===== config.mk =====
export PLATFORM = sky130hd
export DESIGN_NAME = gpio_ctrl
export DESIGN_NICKNAME = d
export VERILOG_FILES = /design/src/rtl/gpio_pkg.sv /design/src/rtl/gpio_debounce.sv /design/src/rtl/gpio_ctrl.sv
export SDC_FILE = /design/constraint.sdc
export NUM_CORES = 1
export LEC_CHECK = 0
export BUFFER_PORTS_ARGS = -buffer_cell sky130_fd_sc_hd__buf_2
export CAP_MARGIN = 20
export CELL_PAD_IN_SITES_DETAIL_PLACEMENT = 0
export CELL_PAD_IN_SITES_GLOBAL_PLACEMENT = 1
export CORE_MARGIN = 10
export CORE_UTILIZATION = 48
export DETAILED_ROUTE_END_ITERATION = 8
export GPL_TIMING_DRIVEN = 1
export PLACE_DENSITY = 0.87
export SETUP_SLACK_MARGIN = 0.5
export SKIP_CTS_REPAIR_TIMING = 1
export SYNTH_ARGS = -nofsm -noshare
export SYNTH_HDL_FRONTEND = slang
export SYNTH_SLANG_ARGS = --single-unit

===== constraint.sdc =====
create_clock -name clk -period 4.6 [get_ports clk]
set_input_delay 0.46 -clock clk [delete_from_list [all_inputs] [get_ports clk]]
set_output_delay 0.46 -clock clk [all_outputs]
set_load 0.01 [all_outputs]

===== src/rtl/gpio_pkg.sv =====
// -----------------------------------------------------------------------------
// gpio_pkg
// Shared types and helpers for the GPIO block (gpio_ctrl / gpio_debounce).
//   led_mode_t : per-LED drive mode as presented by the CSR hwif field
//   LED_MODE_W : width of one led_mode_t field inside the packed led_mode bus
//   polarity() : converts between "asserted" (1 = pressed / lit) and pin level
// -----------------------------------------------------------------------------
package gpio_pkg;

    typedef enum logic [1:0] {
        LED_OFF   = 2'd0,
        LED_ON    = 2'd1,
        LED_BLINK = 2'd2,
        LED_PWM   = 2'd3
    } led_mode_t;

    localparam int LED_MODE_W = 2;

    // The mapping is its own inverse, so the same helper normalises a key pin
    // and drives an LED pin.
    function automatic logic polarity(input logic value, input logic active_low);
        return value ^ active_low;
    endfunction

endpackage


===== src/rtl/gpio_debounce.sv =====
// -----------------------------------------------------------------------------
// gpio_debounce
// One key input: two-flop synchroniser, stability counter, press/release pulses.
// Parameters:
//   DEB_CYCLES     consecutive differing cycles before a change is accepted (>=1)
//   KEY_ACTIVE_LOW 1: a pressed key reads 0 at the pin
// Ports:
//   clk          in   system clock
//   arst_n       in   asynchronous reset, active low
//   key_pin      in   raw key pin (asynchronous to clk)
//   key_level    out  debounced state, 1 = pressed
//   key_press    out  1-cycle pulse when a press is accepted
//   key_release  out  1-cycle pulse when a release is accepted
// Latency from a clean pin edge to key_level is 2 + DEB_CYCLES cycles.
// -----------------------------------------------------------------------------
module gpio_debounce
    import gpio_pkg::*;
#(
    parameter int DEB_CYCLES     = 500000,
    parameter bit KEY_ACTIVE_LOW = 1'b1
) (
    input  logic clk,
    input  logic arst_n,
    input  logic key_pin,
    output logic key_level,
    output logic key_press,
    output logic key_release
);

    localparam int CNT_W = (DEB_CYCLES > 1) ? $clog2(DEB_CYCLES) : 1;
    localparam logic [CNT_W-1:0] CNT_LAST = CNT_W'(DEB_CYCLES - 1);

    logic             sync1;
    logic             sync2;
    logic             key_s;
    logic [CNT_W-1:0] cnt;

    // Synchronised sample, normalised so that 1 means pressed.
    assign key_s = polarity(sync2, KEY_ACTIVE_LOW);

    always_ff @(posedge clk or negedge arst_n) begin
        if (!arst_n) begin
            // Sync flops start at the idle pin level so reset never looks like a press.
            sync1       <= KEY_ACTIVE_LOW;
            sync2       <= KEY_ACTIVE_LOW;
            cnt         <= '0;
            key_level   <= 1'b0;
            key_press   <= 1'b0;
            key_release <= 1'b0;
        end else begin
            sync1       <= key_pin;
            sync2       <= sync1;
            key_press   <= 1'b0;
            key_release <= 1'b0;
            if (key_s == key_level) begin
                // Any agreeing sample restarts the stability window.
                cnt <= '0;
            end else if (cnt == CNT_LAST) begin
                key_level   <= key_s;
                key_press   <= key_s;
                key_release <= ~key_s;
                cnt         <= '0;
            end else begin
                cnt <= cnt + 1'b1;
            end
        end
    end

endmodule


===== src/rtl/gpio_ctrl.sv =====
// -----------------------------------------------------------------------------
// gpio_ctrl
// GPIO block between board key/LED pins and the CSR hwif, clocked on sys_clk.
// Keys are debounced per key (gpio_debounce); LEDs are driven OFF/ON/BLINK/PWM
// from a shared blink counter and a shared free-running PWM counter.
// Optional feature macro: GPIO_IRQ_EN
//   defined     : sticky per-key press flags (key_pending) and a level irq
//   not defined : key_pending and irq tied to 0, irq_en/irq_clr ignored
// Ports:
//   clk          in   system clock
//   arst_n       in   asynchronous reset, active low
//   key_in       in   raw key pins [NUM_KEYS]
//   led          out  LED pins [NUM_LEDS], registered
//   led_mode     in   per-LED led_mode_t [2*NUM_LEDS]
//   led_duty     in   per-LED PWM duty [PWM_W*NUM_LEDS]
//   blink_half   in   blink half-period in cycles, minus 1
//   key_level    out  debounced key state, 1 = pressed
//   key_press    out  1-cycle pulse on accepted press
//   key_release  out  1-cycle pulse on accepted release
//   irq_en       in   per-key interrupt enable
//   irq_clr      in   per-key write-1-to-clear pulse for key_pending
//   key_pending  out  sticky press flags
//   irq          out  |(key_pending & irq_en), combinational from registers
// -----------------------------------------------------------------------------
module gpio_ctrl
    import gpio_pkg::*;
#(
    parameter int NUM_KEYS       = 2,
    parameter int NUM_LEDS       = 2,
    parameter int DEB_CYCLES     = 500000,
    parameter int BLINK_DIV_W    = 24,
    parameter int PWM_W          = 8,
    parameter bit KEY_ACTIVE_LOW = 1'b1,
    parameter bit LED_ACTIVE_LOW = 1'b1
) (
    input  logic                      clk,
    input  logic                      arst_n,
    input  logic [NUM_KEYS-1:0]       key_in,
    output logic [NUM_LEDS-1:0]       led,
    input  logic [2*NUM_LEDS-1:0]     led_mode,
    input  logic [PWM_W*NUM_LEDS-1:0] led_duty,
    input  logic [BLINK_DIV_W-1:0]    blink_half,
    output logic [NUM_KEYS-1:0]       key_level,
    output logic [NUM_KEYS-1:0]       key_press,
    output logic [NUM_KEYS-1:0]       key_release,
    input  logic [NUM_KEYS-1:0]       irq_en,
    input  logic [NUM_KEYS-1:0]       irq_clr,
    output logic [NUM_KEYS-1:0]       key_pending,
    output logic                      irq
);

    // ---------------------------------------------------------------- keys
    for (genvar g = 0; g < NUM_KEYS; g++) begin : g_key
        gpio_debounce #(
            .DEB_CYCLES     (DEB_CYCLES),
            .KEY_ACTIVE_LOW (KEY_ACTIVE_LOW)
        ) u_deb (
            .clk         (clk),
            .arst_n      (arst_n),
            .key_pin     (key_in[g]),
            .key_level   (key_level[g]),
            .key_press   (key_press[g]),
            .key_release (key_release[g])
        );
    end

    // ---------------------------------------------------------------- blink
    logic [BLINK_DIV_W-1:0] blink_cnt;
    logic                   blink_phase;

    // ">=" rather than "==" so that lowering blink_half below the running
    // count wraps on the next cycle instead of running the counter round.
    always_ff @(posedge clk or negedge arst_n) begin
        if (!arst_n) begin
            blink_cnt   <= '0;
            blink_phase <= 1'b0;
        end else if (blink_cnt >= blink_half) begin
            blink_cnt   <= '0;
            blink_phase <= ~blink_phase;
        end else begin
            blink_cnt <= blink_cnt + 1'b1;
        end
    end

    // ---------------------------------------------------------------- pwm
    logic [PWM_W-1:0] pwm_cnt;

    always_ff @(posedge clk or negedge arst_n) begin
        if (!arst_n) begin
            pwm_cnt <= '0;
        end else begin
            pwm_cnt <= pwm_cnt + 1'b1;
        end
    end

    // ---------------------------------------------------------------- leds
    logic [NUM_LEDS-1:0] led_lit;

    always_comb begin
        led_lit = '0;
        for (int i = 0; i < NUM_LEDS; i++) begin
            case (led_mode[LED_MODE_W*i +: LED_MODE_W])
                LED_OFF:   led_lit[i] = 1'b0;
                LED_ON:    led_lit[i] = 1'b1;
                LED_BLINK: led_lit[i] = blink_phase;
                LED_PWM:   led_lit[i] = (pwm_cnt < led_duty[PWM_W*i +: PWM_W]);
                default:   led_lit[i] = 1'b0;
            endcase
        end
    end

    // Polarity is applied here so the pin register holds the true pin level.
    always_ff @(posedge clk or negedge arst_n) begin
        if (!arst_n) begin
            led <= {NUM_LEDS{LED_ACTIVE_LOW}};
        end else begin
            for (int i = 0; i < NUM_LEDS; i++) begin
                led[i] <= polarity(led_lit[i], LED_ACTIVE_LOW);
            end
        end
    end

    // ---------------------------------------------------------------- irq
`ifdef GPIO_IRQ_EN
    logic [NUM_KEYS-1:0] pending_q;

    // A press arriving in the same cycle as a clear must not be lost.
    always_ff @(posedge clk or negedge arst_n) begin
        if (!arst_n) begin
            pending_q <= '0;
        end else begin
            pending_q <= (pending_q & ~irq_clr) | key_press;
        end
    end

    assign key_pending = pending_q;
    assign irq         = |(pending_q & irq_en);
`else
    logic unused_irq_inputs;

    assign unused_irq_inputs = ^{irq_en, irq_clr};
    assign key_pending       = '0;
    assign irq               = 1'b0;
`endif

endmodule

Word-level counts from Yosys, hierarchy flattened
Cells that the tools add are included.

word-level totals
  bits in registers = 83
  output and inout port bits = 11
  logic and storage cells = 59

cells by class
  add/sub/neg operators = 4
  order comparisons = 3
  eq/ne operators = 10
  mux-type cells = 15
  bitwise operators = 7
  reductions and logical operators = 4

operators by type and width
  operator                                                         count
  19-bit 2-to-1 mux                                                4
  19-bit by 1-bit adder with 19-bit output, second input constant  2
  19-bit == test, second input constant                            2
  24-bit by 1-bit adder with 24-bit output, second input constant  1
  24-bit greater-or-equal comparator                               1
  24-bit 2-to-1 mux                                                1
  8-bit < comparator                                               2
  8-bit by 1-bit adder with 8-bit output, second input constant    1
  2-bit == test, second input constant                             4
  1-bit 2-to-1 mux                                                 8
  1-bit one-hot mux with 4 select lines                            2
  1-bit NOT                                                        7
  2-bit by 1-bit == test with 1-bit output, second input constant  2
  2-bit zero test                                                  2
  2-bit AND reduction                                              2
  1-bit == test                                                    2

Longest topological paths before layout
Gate-level depths: netlist of run 1.

  depth in word-level cells = 4
  gate-level depth with buffers = 9

Modules after synthesis
From an unflattened synthesis of run 1, not the netlist that was laid out.

second synthesis, totals
  cells, all modules = 507
  area, all modules = 4783.3 um^2

modules (own cells, without submodules)
  module         instances  cells each  area each (um^2)  sequential area each (um^2)
  gpio_ctrl      1          279         2496.1            878.3
  gpio_debounce  2          114         1143.6            603.1

Worst setup path after synthesis of run 1
OpenSTA, ideal clock, no wires.

  path type = input to register
  start point = input blink_half[2]
  end point = register blink_cnt[14]
  library setup time = 121 ps
  arrival time = 1877 ps
  path slack = 2602 ps
  cell stages on the path = 9
  path buffers = 1
  cell sequence = inv_1 ha_1 a211o_1 a31oi_1 o41ai_1 a21oi_1 o211ai_2 buf_2 nor2_1

between the ends
  cells in the longest elaborated chain, start to end = 2

ends and longest elaborated chain
  element                             RTL line         source
  start: declaration                  gpio_ctrl.sv:42  input logic [BLINK_DIV_W-1:0] blink_half,
  24-bit greater-or-equal comparator  gpio_ctrl.sv:77  end else if (blink_cnt >= blink_half) begin
  24-bit 2-to-1 mux                   gpio_ctrl.sv:77
  end signal: assignment              gpio_ctrl.sv:81  blink_cnt <= blink_cnt + 1'b1;
  end: declaration                    gpio_ctrl.sv:68  logic [BLINK_DIV_W-1:0] blink_cnt;

No other way between the ends.
A chain may end at the register's enable or synchronous reset.

Worst setup path after layout of run 1
  start point = register blink_cnt[2]
  end point = register blink_phase

between the ends
  cells in the longest elaborated chain, start to end = 1

ends and longest elaborated chain
  element                             RTL line         source
  24-bit greater-or-equal comparator  gpio_ctrl.sv:77
  end signal: assignment              gpio_ctrl.sv:79  blink_phase <= ~blink_phase;
  end: declaration                    gpio_ctrl.sv:69  logic blink_phase;

No other way between the ends.

==> out/summary.json, run 1 <==
{
  "routabilityCongestion": 0.763,
  "timing.hold.worst.class": "in -> reg",
  "critical_path_class": "reg -> reg",
  "synth.area.mux_share_pct": 0,
  "cts.reportedPaths.clkPinSlew_ns": 0.08,
  "final_net_count": 639,
  "core.rowCount": 35,
  "cts_num_sinks": 83,
  "critical_path_peak_fanout": 18,
  "detail_route.vias_per_cell": 4.97,
  "period_share_pct": 52.0,
  "cts_made_buffers": 9,
  "post_synth_inst_count": 487,
  "grt_start_max_net_pins": 84,
  "insertedDiodeCount": 0,
  "async_sr_flop_fraction_pct": 100,
  "cp_data_required_time_ns": 4.87,
  "worst-slew-pin-transition_ns": 0.593,
  "timing_max_transition_violations_final": 0,
  "critical_path_cell_sequence": "ha_1 > a211o_1 > a31oi_1 > o41ai_1 > a21oi_1 > o211ai_2 > buf_8 > xor2_1",
  "grt_antenna_before_repair": 0,
  "crit_slowest_cell": "sky130_fd_sc_hd__dfrtp_1",
  "routed-via-count": 3373,
  "critPathArrivalTime_ns": 2.66,
  "clock_root_buffer": "sky130_fd_sc_hd__clkbuf_8",
  "die_h_um": 118,
  "fp.dieArea_sq_um": 14000,
  "crit_path_end_kind": "flop",
  "number_of_global_route_vias_before_repair": 3486,
  "synth_area_sq_um": 4660,
  "combinational_family_with_the_most_area_after_synthesis": "simple AND/OR/NAND/NOR gates",
  "htreeDepth": 3,
  "multi_input_comb_area_sq_um": 2310,
  "regToRegSetupSlack_ns": 2.21,
  "drt_wl_total_mm": 8.73,
  "drt_iter0_drc": 99,
  "power_per_cell_area_nw_per_um2": 300,
  "clk_latency_ns": 0.35,
  "slew_margin_rel_pct": 60.3,
  "yosys_register_bits": 83,
  "core_sq_um": 9330,
  "drt.antenna.violating_nets": 0,
  "post_synth_fa_ha_maj_area_fraction_pct": 11.3,
  "post_route_cells_drive_above_1_share_pct": 15.1,
  "max-vdd-ir-drop_mv": 0.187,
  "leakage_nw": 2.65,
  "finalHoldViolCount": 0,
  "dr.pass1.iters": 5,
  "synthSimpleGateAreaFrac_pct": 20.7,
  "netlist-cell-type-count": 39,
  "hpwlAfterDp_mm": 6.58,
  "post_synthesis_xor_xnor_area_fraction_pct": 12.0,
  "outcome": "finished clean",
  "ys.flop_type": "sky130_fd_sc_hd__dfrtp_1",
  "syn_to_layout_area_delta_pct": 13.0,
  "period_needed_ns": 2.39,
  "setup.worst_path.start_class": "flop",
  "initial_utilization_pct": 49.9,
  "power_w": 0.00158,
  "max_stage_delay_ns": 0.45,
  "grt_util_all_layers_pct": 12.9,
  "tritoncts": "done",
  "io_buffer_count": 55,
  "drc_violations": 0,
  "setup-violations-final": 0,
  "die_width_um": 118,
  "fillCellCount": 861,
  "grt_first_pass_wirelength_mm": 15.5,
  "synth-seq-area-share_pct": 44.8,
  "syn-mean-instance-area_sq_um": 9.56,
  "maxCapViolations": 0,
  "fin_tns_setup_ns": 0,
  "grt_setup_unrepaired": "false",
  "overflow": 0,
  "max-clock-path-buffers": 2,
  "skew_ns": 0.0136,
  "ys_warn_count": 0,
  "wire_length_per_cell_after_detailed_routing_um": 12.9,
  "synth-compound-area-share_pct": 5.29,
  "register_area_sq_um": 2080,
  "post_synth_edffs": 0,
  "io_pins": 63,
  "fmax_mhz": 418
}
==> worst max-delay path, delay by kind of cell (launching register included) <==
family,cells,cell delay (ns)
buffers and inverters,1,0.23
DFF,1,0.45
xor gates and xnor gates,1,0.16
AOI/OAI and AO/OA,5,1.15
adders and majority gates,1,0.33
==> cells in the final DEF (no fill, tap or decap), drive strengths merged, types with 6 or more instances in the layout <==
master  synthesis  final
xnor2          32     32
nand3          27     27
buf            13     57
nor3           10     10
a21oi          16     16
dfstp           6      6
clkbuf          0     14
xor2           32     32
nor2           79     79
nand2          34     34
dfrtp          77     77
inv            47     47
nand4          18     18
o21ai           9      9
ha             42     42
and3           12     12
==> Yosys cell counts, drive strengths merged, types with 3 or more instances <==
cell type / instances / share of area, %
a21oi: 16 / 1.7
buf: 13 / 2.0
dfstp: 6 / 3.4
nand2: 34 / 2.7
nor3: 10 / 1.3
nand3: 27 / 3.1
inv: 47 / 3.8
nor2: 79 / 6.4
xor2: 32 / 6.0
a21o: 3 / 0.48
o21ai: 9 / 0.97
dfrtp: 77 / 41
and3: 12 / 1.6
ha: 42 / 11
and4: 4 / 0.75
nor4b: 4 / 0.75
nand4: 18 / 2.4
nor4: 3 / 0.86
xnor2: 32 / 6.0
==> sequential cells by signal (all words and copies together), names as in the netlist <==
name / cells
g_key.u_deb.sync1: 2
blink_phase: 1
g_key.u_deb.cnt: 38
g_key.u_deb.key_level: 2
blink_cnt: 24
g_key.u_deb.sync2: 2
pwm_cnt: 8
g_key.u_deb.key_release: 2
g_key.u_deb.key_press: 2
led: 2
==> metrics by stage <==
stage	setup slack [ns]	util [%]	cell area [sq um]	instances	hold WS (ns)
6_report	2.21	56.4	5260	679	0.204
5_1_grt	2.01	56.4	5260	679	0.181
4_1_cts	1.82	55.8	5210	676	0.191
3_5_place_dp	1.70	53.7	5010	660	0.352
3_3_place_gp	1.76	53.7	5010	660	0.347
2_1_floorplan	2.60	-	4660	489	0.164
==> final timing paths <==
check | from | to | cells past startpoint
max in group asynchronous | arst_n | g_key[0].u_deb.sync2 | 3
worst max-delay path | blink_cnt[2] | blink_phase | 8
min in group asynchronous | arst_n | blink_cnt[11] | 2
worst max register to register | blink_cnt[2] | blink_phase | 8
worst min register to register | g_key[0].u_deb.sync1 | g_key[0].u_deb.sync2 | 0
worst min-delay path | key_in[0] | g_key[0].u_deb.sync1 | 1
==> metal layers <==
| metal | share of wire [%] | vias to the layer above | GRT usage (%) | wire, um |
|---|---|---|---|---|
| li1 | - | 1731 | - | - |
| met1 | 46 | 1579 | 15.0 | 4030 |
| met2 | 47 | 57 | 21.5 | 4120 |
| met3 | 5.6 | 6 | 5.24 | 488 |
| met4 | 1.1 | 0 | 3.28 | 93 |
| met5 | 0 | - | 0 | 0 |
==> power by group <==
group | total (W) | switching (W) | leakage [nW] | internal (W)
Sequential | 0.000828 | 0.0000519 | 1.11 | 0.000776
Clock | 0.000525 | 0.000244 | 0.101 | 0.000281
Combinational | 0.000223 | 0.000120 | 1.44 | 0.000103
Total | 0.00158 | 0.000416 | 2.65 | 0.00116
==> cells by family (layout without fill, tap and decap cells) <==
group | count (synthesis) | count (layout)
XOR/XNOR | 64 | 64
AND/OR/NAND/NOR | 197 | 197
other | 1 | 3
adder cells (fa/ha/maj) | 42 | 42
AO/OA/AOI/OAI | 40 | 40
flip-flops | 83 | 83
buffers and inverters | 60 | 121
==> final cells by class <==
| type | instances | share of cell area, % |
|---|---|---|
| clock inverter | 2 | 0.666 |
| multi-input combinational | 346 | 43.9 |
| sequential | 83 | 39.6 |
| clock buffer | 14 | 3.09 |
| tap | 129 | 3.07 |
| timing repair buffer | 58 | 6.28 |
| inverter | 47 | 3.35 |
No activity file was read; power rests on OpenSTA's default activity.
==> inputs of run 2 (changes only) <==
Settings changed: CORE_UTILIZATION 48 to 45, PLACE_DENSITY 0.87 to 0.83.
Clock period 4.6 ns to 2.3 ns, I/O delays scaled along.
==> out/summary.json, run 2 (synthesized netlist as in run 1, its figures left out) <==
{
  "slew_margin_rel": {"value": 63.4, "unit": "%", "change": "was 60.3%"},
  "overflow": {"value": 0, "change": "unchanged"},
  "max-vdd-ir-drop": {"value": 0.368, "unit": "mV", "change": "was 0.187 mV"},
  "post_route_cells_drive_above_1_share": {"value": 22.0, "unit": "%", "change": "was 15.1%"},
  "critPathArrivalTime": {"value": 2.30, "unit": "ns", "change": "was 2.66 ns"},
  "grt_setup_unrepaired": {"value": "true", "change": "was false"},
  "wire_length_per_cell_after_detailed_routing": {"value": 13.1, "unit": "um", "change": "was 12.9 um"},
  "number_of_global_route_vias_before_repair": {"value": 3659, "change": "was 3,486"},
  "registers.top_by_ff_count": {"value": "g_key.u_deb.cnt", "change": "unchanged"},
  "critical_path_peak_fanout": {"value": 7, "change": "was 18"},
  "timing.hold.worst.class": {"value": "in -> reg", "change": "unchanged"},
  "fmax": {"value": 498, "unit": "MHz", "change": "was 418 MHz"},
  "setup-violations-final": {"value": 0, "change": "unchanged"},
  "finalHoldViolCount": {"value": 0, "change": "unchanged"},
  "clk_latency": {"value": 0.36, "unit": "ns", "change": "was 0.35 ns"},
  "insertedDiodeCount": {"value": 0, "change": "unchanged"},
  "die_width": {"value": 122, "unit": "um", "change": "was 118 um"},
  "hpwlAfterDp": {"value": 6.79, "unit": "mm", "change": "was 6.58 mm"},
  "crit_slowest_cell": {"value": "sky130_fd_sc_hd__dfrtp_1", "change": "unchanged"},
  "top_layer": {"value": "met4", "change": "unchanged"},
  "final_net_count": {"value": 665, "change": "was 639"},
  "grt_util_all_layers": {"value": 12.8, "unit": "%", "change": "was 12.9%"},
  "cp_data_required_time": {"value": 2.59, "unit": "ns", "change": "was 4.87 ns"},
  "period_needed": {"value": 2.01, "unit": "ns", "change": "was 2.39 ns"},
  "met2RoutedLength": {"value": 4.52, "unit": "mm", "change": "was 4.12 mm"},
  "grt_first_pass_wirelength": {"value": 15.9, "unit": "mm", "change": "was 15.5 mm"},
  "largest_registers": {"value": "g_key.u_deb.cnt x38, blink_cnt x24, pwm_cnt x8", "change": "unchanged"},
  "layout_commonest_cell": {"value": "sky130_fd_sc_hd__nor2_1", "change": "unchanged"},
  "cts_num_sinks": {"value": 83, "change": "unchanged"},
  "htreeDepth": {"value": 3, "change": "unchanged"},
  "power_per_cell_area": {"value": 588, "unit": "nW/um^2", "change": "was 300 nW/um^2"},
  "die_h": {"value": 122, "unit": "um", "change": "was 118 um"},
  "cts.reportedPaths.clkPinSlew": {"value": 0.08, "unit": "ns", "change": "about the same"},
  "dr.pass1.iters": {"value": 4, "change": "was 5"},
  "fin_tns_setup": {"value": 0, "unit": "ns", "change": "unchanged"},
  "critical_path_class": {"value": "reg -> reg", "change": "unchanged"},
  "max-clock-path-buffers": {"value": 2, "change": "unchanged"},
  "crit_path_end_kind": {"value": "flop", "change": "unchanged"},
  "outcome": {"value": "finished clean", "change": "unchanged"},
  "skew": {"value": 0.00731, "unit": "ns", "change": "was 0.0136 ns"},
  "final_core_util": {"value": 55.2, "unit": "%", "change": "was 56.4%"},
  "max_stage_delay": {"value": 0.43, "unit": "ns", "change": "was 0.45 ns"},
  "drt.antenna.violating_nets": {"value": 0, "change": "unchanged"},
  "core.rowCount": {"value": 37, "change": "was 35"},
  "setup.worst_path.start_class": {"value": "flop", "change": "unchanged"},
  "largest_register_ffs": {"value": 38, "change": "unchanged"},
  "met3_wirelength": {"value": 416, "unit": "um", "change": "was 488 um"},
  "worstPathBufferInverterCount": {"value": 1, "change": "unchanged"},
  "routed-via-count": {"value": 3527, "change": "was 3,373"},
  "core": {"value": 10200, "unit": "sq um", "change": "was 9330 sq um"},
  "drc_violations": {"value": 0, "change": "unchanged"},
  "regToRegSetupSlack": {"value": 0.29, "unit": "ns", "change": "was 2.21 ns"},
  "io_buffer_count": {"value": 55, "change": "unchanged"},
  "io_pins": {"value": 63, "change": "unchanged"},
  "routabilityCongestion": {"value": 0.795, "change": "was 0.763"},
  "timing_max_transition_violations_final": {"value": 0, "change": "unchanged"},
  "maxCapViolations": {"value": 0, "change": "unchanged"},
  "cts_made_buffers": {"value": 9, "change": "unchanged"},
  "syn_to_layout_area_delta": {"value": 20.8, "unit": "%", "change": "was 13.0%"},
  "drt_wl_total": {"value": 9.32, "unit": "mm", "change": "was 8.73 mm"},
  "drt_iter0_drc": {"value": 104, "change": "was 99"},
  "leakage": {"value": 2.78, "unit": "nW", "change": "was 2.65 nW"},
  "initial_utilization": {"value": 45.7, "unit": "%", "change": "was 49.9%"},
  "critical_path_cell_sequence": {"value": "ha_1 > nand4_1 > or3_4 > o211ai_4 > buf_12 > xor2_2", "change": "was ha_1 > a211o_1 > a31oi_1 > o41ai_1 > a21oi_1 > o211ai_2 > buf_8 > xor2_1"},
  "period_share": {"value": 87.4, "unit": "%", "change": "was 52.0%"},
  "clock_root_buffer": {"value": "sky130_fd_sc_hd__clkbuf_8", "change": "unchanged"},
  "detail_route.vias_per_cell": {"value": 4.95, "change": "was 4.97"},
  "tritoncts": {"value": "done", "change": "unchanged"},
  "critical-path-top-delay-family": {"value": "simple AND/OR/NAND/NOR gates", "change": "was compound AO/OA/AOI/OAI gates"},
  "wl_met1": {"value": 4.26, "unit": "mm", "change": "was 4.03 mm"},
  "grt_start_max_net_pins": {"value": 43, "change": "was 84"},
  "layout.cells.most_common_list": {"value": "75 x sky130_fd_sc_hd__nor2_1, 74 x sky130_fd_sc_hd__dfrtp_1, 54 x sky130_fd_sc_hd__buf_2, 47 x sky130_fd_sc_hd__inv_1, 41 x sky130_fd_sc_hd__ha_1", "change": "was 79 x sky130_fd_sc_hd__nor2_1, 77 x sky130_fd_sc_hd__dfrtp_1, 54 x sky130_fd_sc_hd__buf_2, 47 x sky130_fd_sc_hd__inv_1, 42 x sky130_fd_sc_hd__ha_1"},
  "fp.dieArea": {"value": 14800, "unit": "sq um", "change": "was 14,000 sq um"},
  "grt_antenna_before_repair": {"value": 0, "change": "unchanged"},
  "worst-slew-pin-transition": {"value": 0.549, "unit": "ns", "change": "was 0.593 ns"}
}
run 2: cell count changes in the layout (fill, tap and decap cells not counted), sizes merged:
cell,change
bufinv,-1
dlygate4sd3,+2
buf,+22
clkinv,+1
clkinvlp,+2
run 2: final cells by class:
class | instances | area [sq um]
Tap cell | 136 | 170
Multi-Input combinational cell | 346 | 2440
Sequential cell | 83 | 2090
Timing Repair Buffer | 84 | 567
Fill cell | 955 | 4560
Clock buffer | 12 | 155
Inverter | 47 | 176
Clock inverter | 4 | 25.0
run 2: power by group:
| part | switching [W] | internal, W |
|---|---|---|
| Clock | 0.000515 | 0.000448 |
| Combinational | 0.000353 | 0.000346 |
| Sequential | 0.0000911 | 0.00155 |
| Total | 0.000959 | 0.00235 |
run 2: metrics by stage:
step	cells	worst slack (ns)	total power, W	area (sq um)	hold slack, ns
2_1_floorplan	489	0.452	0.00197	4680	-0.0656
3_3_place_gp	675	0.229	0.00214	5100	0.263
3_5_place_dp	675	0.168	0.00216	5100	0.260
4_1_cts	691	0.170	0.00314	5280	-0.132
5_1_grt	712	0.216	0.00350	5620	0.135
6_report	712	0.290	0.00331	5620	0.105
run 2: routing by layer:
| layer | up-vias | global-route usage [%] |
|---|---|---|
| li1 | 1788 | - |
| met1 | 1678 | 15.2 |
| met2 | 49 | 21.5 |
| met3 | 12 | 4.49 |
| met4 | 0 | 3.58 |
| met5 | - | 0 |
run 2: path summary, 6_finish.rpt:
| check | startpoint | to | cells past startpoint |
|---|---|---|---|
| worst max-delay path | blink_cnt[17] | blink_phase | 6 |
| worst min-delay path | led_mode[0] | led[0] | 3 |
| worst max register to register | blink_cnt[17] | blink_phase | 6 |
| worst min register to register | g_key[0].u_deb.sync1 | g_key[0].u_deb.sync2 | 0 |
| max in group asynchronous | arst_n | g_key[1].u_deb.sync2 | 3 |
| min in group asynchronous | arst_n | g_key[1].u_deb.cnt[2] | 2 |
run 2: worst reg2reg max path: cells and delay by family (launching register included):
family                     cells  cell delay [ns]
adders and majority gates      1             0.32
buffers and inverters          1             0.18
DFF                            1             0.43
and+or+nand+nor                2             0.56
AOI/OAI and AO/OA              1             0.31
xor gates and xnor gates       1             0.14
